==> config.mk <==
export PLATFORM = sky130hd
export DESIGN_NAME = dest_data_demux
export DESIGN_NICKNAME = d
export VERILOG_FILES = /design/src/rtl/dest_data_demux.sv
export SDC_FILE = /design/constraint.sdc
export NUM_CORES = 1
export LEC_CHECK = 0
export ABC_CLOCK_PERIOD_IN_PS = 5450
export CORE_AREA = 2 2 76 78
export DETAILED_ROUTE_END_ITERATION = 8
export DIE_AREA = 0 0 78 80
export GPL_ROUTABILITY_DRIVEN = 0
export GPL_TIMING_DRIVEN = 0
export PLACE_DENSITY_LB_ADDON = 0.1
export RECOVER_POWER = 25
export SYNTH_ARGS = -nofsm -noshare
export SYNTH_HDL_FRONTEND = slang
export SYNTH_SLANG_ARGS = --single-unit
==> constraint.sdc <==
create_clock -name aclk -period 5.45 [get_ports aclk]
set_input_delay 0.8175 -clock aclk [delete_from_list [all_inputs] [get_ports aclk]]
set_output_delay 0.8175 -clock aclk [all_outputs]
set_load 0.03 [all_outputs]
==> src/rtl/dest_data_demux.sv <==
// Steers the shared data-return stream to per-destination AXI-Stream outputs,
// following a FIFO of routing entries (dest/pid/len), one entry per transfer.
module dest_data_demux #(
    parameter int DATA_BITS = 64,
    parameter int N_DESTS = 1,
    parameter int PID_BITS = 6,
    parameter int BLEN_BITS = 8,
    localparam int N_DESTS_BITS = (N_DESTS > 1) ? $clog2(N_DESTS) : 1,
    localparam int KEEP_BITS = DATA_BITS / 8
) (
    input  logic                          aclk,
    input  logic                          aresetn,

    input  logic                          s_mux_valid,
    output logic                          s_mux_ready,
    input  logic [N_DESTS_BITS-1:0]       s_mux_dest,
    input  logic [PID_BITS-1:0]           s_mux_pid,
    input  logic [BLEN_BITS-1:0]          s_mux_len,

    input  logic [DATA_BITS-1:0]          s_axis_tdata,
    input  logic [KEEP_BITS-1:0]          s_axis_tkeep,
    input  logic                          s_axis_tlast,
    input  logic                          s_axis_tvalid,
    output logic                          s_axis_tready,

    output logic [N_DESTS*DATA_BITS-1:0]  m_axis_tdata,
    output logic [N_DESTS*KEEP_BITS-1:0]  m_axis_tkeep,
    output logic [N_DESTS-1:0]            m_axis_tlast,
    output logic [N_DESTS*PID_BITS-1:0]   m_axis_tid,
    output logic [N_DESTS-1:0]            m_axis_tvalid,
    input  logic [N_DESTS-1:0]            m_axis_tready,

    output logic                          err_tlast,
    output logic                          err_dest
);

    // state | meaning
    // IDLE  | waiting for a routing entry, input stalled
    // ROUTE | passing len+1 beats through to dest_r
    // DROP  | swallowing len+1 beats of an out-of-range entry
    localparam logic [1:0] ST_IDLE  = 2'd0;
    localparam logic [1:0] ST_ROUTE = 2'd1;
    localparam logic [1:0] ST_DROP  = 2'd2;

    logic [1:0]              state_r;
    logic [N_DESTS_BITS-1:0] dest_r;
    logic [PID_BITS-1:0]     pid_r;
    logic [BLEN_BITS-1:0]    cnt_r;

    logic last_cnt;
    logic in_tready;
    logic beat;
    logic entry_take;
    logic dest_ok;

    assign last_cnt   = (cnt_r == '0);
    assign in_tready  = (state_r == ST_DROP) | ((state_r == ST_ROUTE) & m_axis_tready[dest_r]);
    assign beat       = s_axis_tvalid & in_tready;
    // The next entry is taken on the final beat so consecutive transfers have no bubble.
    assign s_mux_ready   = aresetn & ((state_r == ST_IDLE) | (beat & last_cnt));
    assign s_axis_tready = in_tready;
    assign entry_take    = s_mux_valid & s_mux_ready;
    assign dest_ok       = ({1'b0, s_mux_dest} < (N_DESTS_BITS + 1)'(N_DESTS));

    always_comb begin
        m_axis_tdata  = '0;
        m_axis_tkeep  = '0;
        m_axis_tlast  = '0;
        m_axis_tid    = '0;
        m_axis_tvalid = '0;
        for (int d = 0; d < N_DESTS; d++) begin
            m_axis_tdata[d*DATA_BITS +: DATA_BITS] = s_axis_tdata;
            m_axis_tkeep[d*KEEP_BITS +: KEEP_BITS] = s_axis_tkeep;
            m_axis_tid[d*PID_BITS +: PID_BITS]     = pid_r;
            if ((state_r == ST_ROUTE) && (dest_r == N_DESTS_BITS'(d))) begin
                m_axis_tvalid[d] = s_axis_tvalid;
                m_axis_tlast[d]  = last_cnt;
            end
        end
    end

    always_ff @(posedge aclk) begin
        if (!aresetn) begin
            state_r   <= ST_IDLE;
            dest_r    <= '0;
            pid_r     <= '0;
            cnt_r     <= '0;
            err_tlast <= 1'b0;
            err_dest  <= 1'b0;
        end else begin
            if (entry_take) begin
                dest_r <= s_mux_dest;
                pid_r  <= s_mux_pid;
                cnt_r  <= s_mux_len;
                if (dest_ok) begin
                    state_r <= ST_ROUTE;
                end else begin
                    state_r  <= ST_DROP;
                    err_dest <= 1'b1;
                end
            end else if (beat) begin
                if (last_cnt) begin
                    state_r <= ST_IDLE;
                end else begin
                    cnt_r <= cnt_r - 1'b1;
                end
            end
            // Input tlast is only audited; the beat count alone delimits transfers.
            if (beat && (s_axis_tlast != last_cnt)) begin
                err_tlast <= 1'b1;
            end
        end
    end

endmodule

==> results_dict.tcl, run 1 <==
set metrics [dict create \
    synthMuxAreaShare_pct 0.694 \
    crit_chain "clkdlybuf4s50_1, clkbuf_1, inv_1, clkbuf_1, nor2_1, clkdlybuf4s50_1" \
    cts_tree "yes" \
    leakagePower_nw 1.23 \
    layout_common_cells "clkdlybuf4s50_1, buf_4, nand2_1, dlygate4sd3_1, dfxtp_1" \
    cp_slowest_cell "clkdlybuf4s50_1" \
    grt.total_usage_pct 13.4 \
    pin_count 177 \
    min_path_type "reg -> reg" \
    worstMarginPinSlew_ps 514 \
    holdWs_ps 459 \
    synth_fp_nets 299 \
    p_int_mw 0.328 \
    drtPass1Iterations 4 \
    grt_pass1_vias 1528 \
    fin_crit_ps 3810 \
    drc 0 \
    postCtsResizedCells 0 \
    hold_depth 2 \
    clockBufferDepth 2 \
    grt_overflow 0 \
    synth_cell_type_count 42 \
    r2r_cells 8 \
    via_per_inst 4.27 \
    outcome "complete, no violations" \
    crit_path_end_kind "primary output" \
    synthCells 204 \
    skew_ps 3.31 \
    grt_max_degree 12 \
    synthFlopType "dfxtp_1" \
    die_area_mm2 0.00624 \
    synth_xor_area_share_pct 1.62 \
    synth.cell_area_mm2 0.00162 \
    hold_viol 0 \
    grt_first_pass_wirelength_mm 6.71 \
    syn_avg_cell_area_um2 7.95 \
    rsz0062_at_grt "false" \
    totalNegativeSetupSlack_ps 0 \
    row_count 27 \
    dpl.hpwl_mm 3.59 \
    synthAdderAreaFrac_pct 1.54 \
    setup_violations 0 \
    initial_core_util_pct 30.0 \
    startpoint_type "primary input" \
    fillers 521 \
    cts_root_buf "clkbuf_8" \
    cp.required_ps 4630 \
    final-max-slew-violation-count 0 \
    p_per_area_mw_per_mm2 188 \
    yosysSeqAreaShare_pct 23.4 \
    cts-htree-levels 1 \
    layout_commonest_cell "clkdlybuf4s50_1" \
    max_freq_ghz 0.263 \
    ant_nets 0 \
    postCtsSetupBuffers 0 \
    synth-compound-area-share_pct 12.4 \
    synth_seq_cells 19 \
    synthSimpleGateAreaFrac_pct 21.5 \
    path_max_fanout 10 \
    pwr-share-seq_pct 30.1 \
    diodes 0 \
    drive_gt1_share_pct 27.9 \
    fp.dieW_um 78 \
    swShare_pct 37.0 \
    area_growth_pct 70.9 \
    antenna_found_initial 0 \
    gr-max-usage-layer "met2" \
    drt-total-wl_mm 4.38 \
    core_mm2 0.00541 \
    first_iter_violations 39 \
    cts_buffers 3 \
    critPathKind "in -> out" \
    cts.reportedPaths.clkPinSlew_ps 80 \
    io_buffer_count 104 \
    synth_top_family_by_area "buffers and inverters" \
    cpPeakStageDelay_ps 690 \
    synth_warnings 0 \
    grtUsageMet1_pct 16.2 \
    drv_cap 0 \
    p_sw_mw 0.192 \
    clock_power_share_pct 19.8 \
    clk_latency_ps 260 \
    vias 1640 \
    gr-usage-met3_pct 4.07 \
    p_comb_share_pct 50.1 \
    final_util_pct 51.3 \
    period_share_pct 69.8 \
    arrival_ps 2990 \
    synth_edf_count 0 \
    grtUsageMet2_pct 22.6 \
    relSlewSlack_pct 65.7 \
    async_flop_share_pct 0 \
    cts_hold_buf 0 \
    die_h_um 80 \
    wire_per_inst_um 11.4 \
    ir_worst_vdd_mv 0.0882 \
    cts_sinks 19 \
    num-nets-final 408 \
]
-- power groups by stage --
stage / Combinational, mW / Sequential, mW / Clock [mW]
2_1_floorplan: 0.167 / 0.168 / 0
3_3_place_gp: 0.270 / 0.160 / 0
3_5_place_dp: 0.270 / 0.160 / 0
4_1_cts: 0.271 / 0.157 / 0.107
5_1_grt: 0.279 / 0.158 / 0.112
6_report: 0.261 / 0.157 / 0.103
-- synthesized netlist by cell type (2+ instances only) --
master | count | share of area [%]
nand2_1 | 24 | 5.6
a31oi_1 | 2 | 0.77
nand3b_1 | 2 | 0.92
and2_1 | 2 | 0.77
nor2_1 | 13 | 3.0
nor3_1 | 4 | 1.2
dfxtp_1 | 19 | 23
or4_1 | 2 | 0.92
inv_1 | 5 | 1.2
nor4b_1 | 2 | 1.1
buf_4 | 74 | 34
xnor2_1 | 3 | 1.6
ha_1 | 2 | 1.5
nand3_1 | 8 | 2.5
a21oi_1 | 9 | 2.8
o21ai_0 | 4 | 1.2
buf_6 | 2 | 1.4
nor4_1 | 3 | 1.2
-- flip-flops by register name, summed over array words and instances, names as in the netlist --
| name | flops |
|---|---|
| cnt_r | 8 |
| m_axis_tid | 6 |
| state_r | 2 |
| dest_r | 1 |
| err_dest | 1 |
| err_tlast | 1 |
-- cell type report --
class / instances / area (um^2) / share of cell area [%]
clock inverters: 1 / 5.00 / 0.181
well taps: 72 / 90.1 / 3.25
flip-flops and latches: 19 / 380 / 13.7
multi-input cells: 100 / 594 / 21.4
inverters: 5 / 18.8 / 0.677
repair buffers: 104 / 1040 / 37.5
plain buffers: 80 / 602 / 21.7
clock buffers: 3 / 41.3 / 1.49
-- per-layer routing --
layer / share of wire, % / wire [um]
met1: 42 / 1850
met3: 8.8 / 387
met5: 0 / 0
met4: 0.71 / 31
met2: 48 / 2110
-- cells by family after synthesis --
logic type,after synthesis
buf+inv,85
simple gates,67
compound gates,27
flops,19
xor+xnor,3
fa+ha+maj,2
mux,1
-- worst max-delay path: cells and delay by family --
kind / cells / cell delay (ps)
buf+inv: 5 / 1970
simple gates: 1 / 180
-- final timing paths --
path / startpoint / endpoint / slack (ps)
max reg2reg: cnt_r[0]$_SDFFE_PN0P_ / dest_r$_SDFFE_PN0P_ / 3140
max: aresetn / s_mux_ready / 1640
min reg2reg: m_axis_tid[0]$_SDFFE_PN0P_ / m_axis_tid[0]$_SDFFE_PN0P_ / 460
min: m_axis_tid[0]$_SDFFE_PN0P_ / m_axis_tid[0]$_SDFFE_PN0P_ / 460
-- stage by stage --
step / instance area [um^2] / worst slack [ps] / std cells / power (mW)
floorplan: 1620 / 2650 / 204 / 0.334
CTS: 2800 / 1580 / 384 / 0.535
finish: 2770 / 1640 / 384 / 0.521
detailed placement: 2750 / 1580 / 380 / 0.430
global placement: 2750 / 1590 / 380 / 0.429
global route: 2770 / 1480 / 384 / 0.550
Power figures use the tool's default switching activity.
==> run 2: changes to the inputs <==
Settings changed: ABC_CLOCK_PERIOD_IN_PS 5450 to 3200, CORE_AREA 2 2 76 78 to 2 2 83 85, DIE_AREA 0 0 78 80 to 0 0 85 87.
Clock period 5.45 ns to 3.2 ns, I/O delays scaled along.
==> run 2 against run 1 <==
Compared with the run above: sequential power is 70% higher; sequential share of layout area is 0.19 points lower; highest routed layer unchanged; clock power is 71% higher.
==> results_dict.tcl, run 2 (synthesis results as in run 1) <==
set metrics [dict create \
    grt_first_pass_wirelength_mm 6.79 \
    drtPass1Iterations 5 \
    num-nets-final 407 \
    critPathKind "reg -> out" \
    cp.required_ps 2720 \
    min_path_type "reg -> reg" \
    core_mm2 0.00657 \
    vias 1640 \
    antenna_found_initial 0 \
    crit_path_end_kind "primary output" \
    p_per_area_mw_per_mm2 318 \
    cts-htree-levels 1 \
    worstMarginPinSlew_ps 478 \
    clock_power_share_pct 19.6 \
    dp_cells 388 \
    die_area_mm2 0.00740 \
    period_share_pct 88.5 \
    cts.reportedPaths.clkPinSlew_ps 80 \
    endpoint "m_axis_tlast" \
    max_freq_ghz 0.353 \
    critical_path.startpoint "cnt_r[0]$_SDFFE_PN0P_" \
    layout_common_cells "clkdlybuf4s50_1, buf_4, dlygate4sd3_1, nand2_1, dfxtp_1" \
    first_iter_violations 67 \
    dpl.hpwl_mm 3.60 \
    drt-total-wl_mm 4.37 \
    grt_overflow 0 \
    cts_root_buf "clkbuf_8" \
    fin_crit_ps 2830 \
    cts_sinks 19 \
    fillers 655 \
    fp.dieW_um 85 \
    p_sw_mw 0.331 \
    initial_core_util_pct 24.7 \
    cts_tree "yes" \
    area_growth_pct 73.2 \
    leakagePower_nw 1.23 \
    largest_reg_flops 8 \
    setup_violations 0 \
    holdWs_ps 453 \
    final-max-slew-violation-count 0 \
    cp_slowest_cell "clkdlybuf4s50_1" \
    path_max_fanout 4 \
    hold_viol 0 \
    diodes 0 \
    cts_buffers 3 \
    cpPeakStageDelay_ps 730 \
    final_util_pct 42.8 \
    io_buffer_count 104 \
    ir_worst_vdd_mv 0.214 \
    crit_chain "inv_1, ha_1, nor3b_1, nand2_1, nor4b_1, clkdlybuf4s50_1" \
    outcome "complete, no violations" \
    r2r_end "cnt_r[2]$_SDFFE_PN0P_" \
    layout_commonest_cell "clkdlybuf4s50_1" \
    wire_per_inst_um 11.2 \
    grt_max_degree 13 \
    relSlewSlack_pct 68.1 \
    postCtsSetupBuffers 0 \
    pin_count 177 \
    rsz0062_at_grt "false" \
    startpoint_type "flop" \
    regMostFlops "cnt_r" \
    p_int_mw 0.562 \
    via_per_inst 4.19 \
    grt_pass1_vias 1556 \
    skew_ps 5.19 \
    arrival_ps 2350 \
    r2r_setup_slack_ps 1020 \
    grt.total_usage_pct 11.2 \
    regToRegStartpoint "cnt_r[0]$_SDFFE_PN0P_" \
    swShare_pct 37.1 \
    p_comb_share_pct 50.5 \
    pwr-share-seq_pct 29.9 \
    row_count 30 \
    drc 0 \
    clk_latency_ps 260 \
    stdcell_count 391 \
    r2r_cells 8 \
    ant_nets 0 \
    clockBufferDepth 2 \
    die_h_um 87 \
    drive_gt1_share_pct 28.6 \
    drv_cap 0 \
]
==> run 2: changes by cell type in the layout (fill, tap and decap cells not counted), sizes merged <==
cell	change
clkinv	-1
dlymetal6s2s	+2
dlygate4sd3	+4
clkbuf	-2
clkdlybuf4s50	-5
clkinvlp	+1
==> run 2: final cells by class <==
cell class                      count  area, um^2  area share (%)
Buffer                             79         607            21.6
Inverter                            5        18.8           0.668
Multi-Input combinational cell    100         613            21.8
Sequential cell                    19         380            13.5
Timing Repair Buffer              104        1040            37.1
Clock inverter                      1        7.51           0.267
Tap cell                           80         100            3.56
Clock buffer                        3        41.3            1.47
==> run 2: routing by layer <==
| layer | up-vias | share of wire (%) | track usage (%) |
|---|---|---|---|
| met4 | 0 | 0.87 | 2.16 |
| met5 | - | 0 | 0 |
| li1 | 830 | - | - |
| met1 | 694 | 38 | 13.2 |
| met2 | 114 | 47 | 19.1 |
| met3 | 2 | 14 | 5.02 |
==> run 2: power groups by stage <==
stage	Combinational, mW	Clock, mW	Sequential [mW]
6_report	0.451	0.176	0.267
5_1_grt	0.481	0.197	0.271
4_1_cts	0.462	0.183	0.267
3_5_place_dp	0.461	0	0.272
3_3_place_gp	0.462	0	0.272
2_1_floorplan	0.284	0	0.285
==> run 2: timing repair <==
| action | in CTS | in global routing |
|---|---|---|
| cloned | 0 | 0 |
| setup endpoints to repair | 1 | 1 |
| hold buffers | 0 | 0 |
| resized for setup | 0 | 1 |
==> run 2: through the flow <==
stage / instance area [um^2] / setup slack [ps] / power [mW] / TNS, ps
after global routing: 2810 / 234 / 0.948 / 0
after global placement: 2760 / -11.2 / 0.734 / -11.2
after CTS: 2810 / 125 / 0.912 / 0
after floorplan: 1620 / 737 / 0.569 / 0
after detailed placement: 2760 / 2.58 / 0.733 / 0
final: 2810 / 367 / 0.894 / 0
==> run 2: critical path: cells and delay by family, from the launching register on <==
family / cells / cell delay (ps)
flip-flops: 1 / 330
buffers and inverters: 2 / 820
adder cells (fa/ha/maj): 1 / 220
AND/OR/NAND/NOR: 3 / 730
==> run 2: how the worst min path moves through the flow <==
| stage | cells after the start | endpoint | start | slack (ps) |
|---|---|---|---|---|
| 4_1_cts | 2 | m_axis_tid[2]$_SDFFE_PN0P_ | m_axis_tid[2]$_SDFFE_PN0P_ | 460 |
| 3_5_place_dp | 2 | m_axis_tid[2]$_SDFFE_PN0P_ | m_axis_tid[2]$_SDFFE_PN0P_ | 450 |
| 3_3_place_gp | 2 | m_axis_tid[2]$_SDFFE_PN0P_ | m_axis_tid[2]$_SDFFE_PN0P_ | 440 |
| 2_1_floorplan | 2 | dest_r$_SDFFE_PN0P_ | dest_r$_SDFFE_PN0P_ | 450 |
| 5_1_grt | 2 | m_axis_tid[5]$_SDFFE_PN0P_ | m_axis_tid[5]$_SDFFE_PN0P_ | 480 |
| 6_report | 2 | m_axis_tid[2]$_SDFFE_PN0P_ | m_axis_tid[2]$_SDFFE_PN0P_ | 450 |
==> run 3: changes to the inputs <==
Settings changed: ABC_CLOCK_PERIOD_IN_PS 3200 to 3600, CORE_AREA 2 2 83 85 to 2 2 76 78, DIE_AREA 0 0 85 87 to 0 0 78 80, TNS_END_PERCENT from default to 100.
Clock period 3.2 ns to 3.6 ns, I/O delays scaled along.
==> run 3 against run 2 <==
Compared with the run above: clock power decreased by 9.7%; utilization grew 9.0 points; setup slack worse by 18 ps; sequential cell count unchanged; highest routed layer unchanged; sequential share of layout area up 0.054 points.
==> results_dict.tcl, run 3 (synthesis results as in run 1) <==
set metrics [dict create \
    layout_commonest_cell "clkdlybuf4s50_1" \
    first_iter_violations 48 \
    grtUsageMet2_pct 22.6 \
    rsz0062_at_grt "false" \
    clk_latency_ps 260 \
    cp.required_ps 3060 \
    grt_max_degree 12 \
    drive_gt1_share_pct 28.5 \
    core_mm2 0.00541 \
    via_per_inst 4.25 \
    die_area_mm2 0.00624 \
    vias 1632 \
    largest_reg_flops 8 \
    cts.reportedPaths.clkPinSlew_ps 80 \
    stdcell_count 384 \
    period_share_pct 90.3 \
    postCtsResizedCells 0 \
    crit_chain "clkdlybuf4s50_1, clkbuf_1, inv_1, dlymetal6s2s_1, nor2_1, clkdlybuf4s50_1" \
    drv_cap 0 \
    critPathKind "in -> out" \
    fin_crit_ps 3250 \
    p_per_area_mw_per_mm2 284 \
    io_buffer_count 104 \
    pin_count 177 \
    wire_per_inst_um 11.4 \
    diodes 0 \
    outcome "complete, no violations" \
    ir_worst_vdd_mv 0.134 \
    cts_sinks 19 \
    leakagePower_nw 1.22 \
    cpPeakStageDelay_ps 690 \
    dp_cells 380 \
    relSlewSlack_pct 71.0 \
    final-max-slew-violation-count 0 \
    fp.dieW_um 78 \
    setup_violations 0 \
    max_freq_ghz 0.308 \
    clockBufferDepth 2 \
    final_util_pct 51.8 \
    grt_overflow 0 \
    dpl.hpwl_mm 3.59 \
    cp_slowest_cell "clkdlybuf4s50_1" \
    grt.total_usage_pct 13.4 \
    fillers 517 \
    arrival_ps 2710 \
    critPathMostFrequentCell "clkdlybuf4s50_1" \
    cts_hold_buf 0 \
    cts_root_buf "clkbuf_8" \
    min_path_type "reg -> reg" \
    cts_buffers 3 \
    drtPass1Iterations 4 \
    num-nets-final 408 \
    regMostFlops "cnt_r" \
    postCtsSetupBuffers 0 \
    path_max_fanout 10 \
    gr-usage-met3_pct 4.07 \
    grt_pass1_vias 1528 \
    drt-total-wl_mm 4.39 \
    grtUsageMet1_pct 16.2 \
    gr-max-usage-layer "met2" \
    antenna_found_initial 0 \
    worstMarginPinSlew_ps 434 \
    hold_viol 0 \
    drc 0 \
    totalNegativeSetupSlack_ps 0 \
    area_growth_pct 72.6 \
    cts_tree "yes" \
    crit_path_end_kind "primary output" \
    startpoint_type "primary input" \
    layout_common_cells "clkdlybuf4s50_1, buf_4, dlygate4sd3_1, nand2_1, dfxtp_1" \
    die_h_um 80 \
    grt_first_pass_wirelength_mm 6.71 \
    ant_nets 0 \
    initial_core_util_pct 30.0 \
    skew_ps 2.08 \
    cts-htree-levels 1 \
    row_count 27 \
]
[run 3: cell types whose count changed in the layout (fill, tap and decap cells not counted)]
cell,before,now
clkinv_2,0,1
clkbuf_1,0,1
dlymetal6s2s_1,2,1
clkinvlp_4,1,0
clkdlybuf4s50_1,78,79
[run 3: per-layer routing]
metal,up-vias,part of all wire [%]
met5,-,0
met2,90,48
li1,831,-
met3,4,9.0
met4,0,0.87
met1,707,42
[run 3: final cells by class]
cell class / count / area [um^2] / area share, %
buffer: 80 / 611 / 21.8
sequential: 19 / 380 / 13.6
clock buffer: 3 / 41.3 / 1.47
tap: 72 / 90.1 / 3.22
multi-input combinational: 100 / 613 / 21.9
inverter: 5 / 18.8 / 0.670
clock inverter: 1 / 5.00 / 0.179
timing repair buffer: 104 / 1040 / 37.2
[run 3: power breakdown]
group          total [mW]  internal, mW  switching, mW
clock network       0.159        0.0772         0.0814
logic               0.400         0.196          0.204
registers           0.238         0.226         0.0117
total               0.796         0.499          0.297
[run 3: path summary, 6_finish.rpt]
| check | from | end | slack (ps) | cells past startpoint |
|---|---|---|---|---|
| worst max-delay path | aresetn | s_mux_ready | 350 | 6 |
| worst min-delay path | m_axis_tid[0]$_SDFFE_PN0P_ | m_axis_tid[0]$_SDFFE_PN0P_ | 460 | 2 |
| worst max register to register | cnt_r[0]$_SDFFE_PN0P_ | dest_r$_SDFFE_PN0P_ | 1460 | 8 |
| worst min register to register | m_axis_tid[0]$_SDFFE_PN0P_ | m_axis_tid[0]$_SDFFE_PN0P_ | 460 | 2 |
[run 3: worst max-delay path: cells and delay by family]
kind          cells  cell delay [ps]
simple gates      1              170
buf+inv           5             1990
[run 3: per-stage QoR]
step / hold WS (ps) / area (um^2) / power, mW / setup slack (ps)
2_1_floorplan: 450 / 1620 / 0.506 / 1080
3_3_place_gp: 441 / 2750 / 0.650 / 300
3_5_place_dp: 445 / 2750 / 0.651 / 289
4_1_cts: 465 / 2800 / 0.809 / 283
5_1_grt: 489 / 2800 / 0.838 / 183
6_report: 461 / 2800 / 0.796 / 350
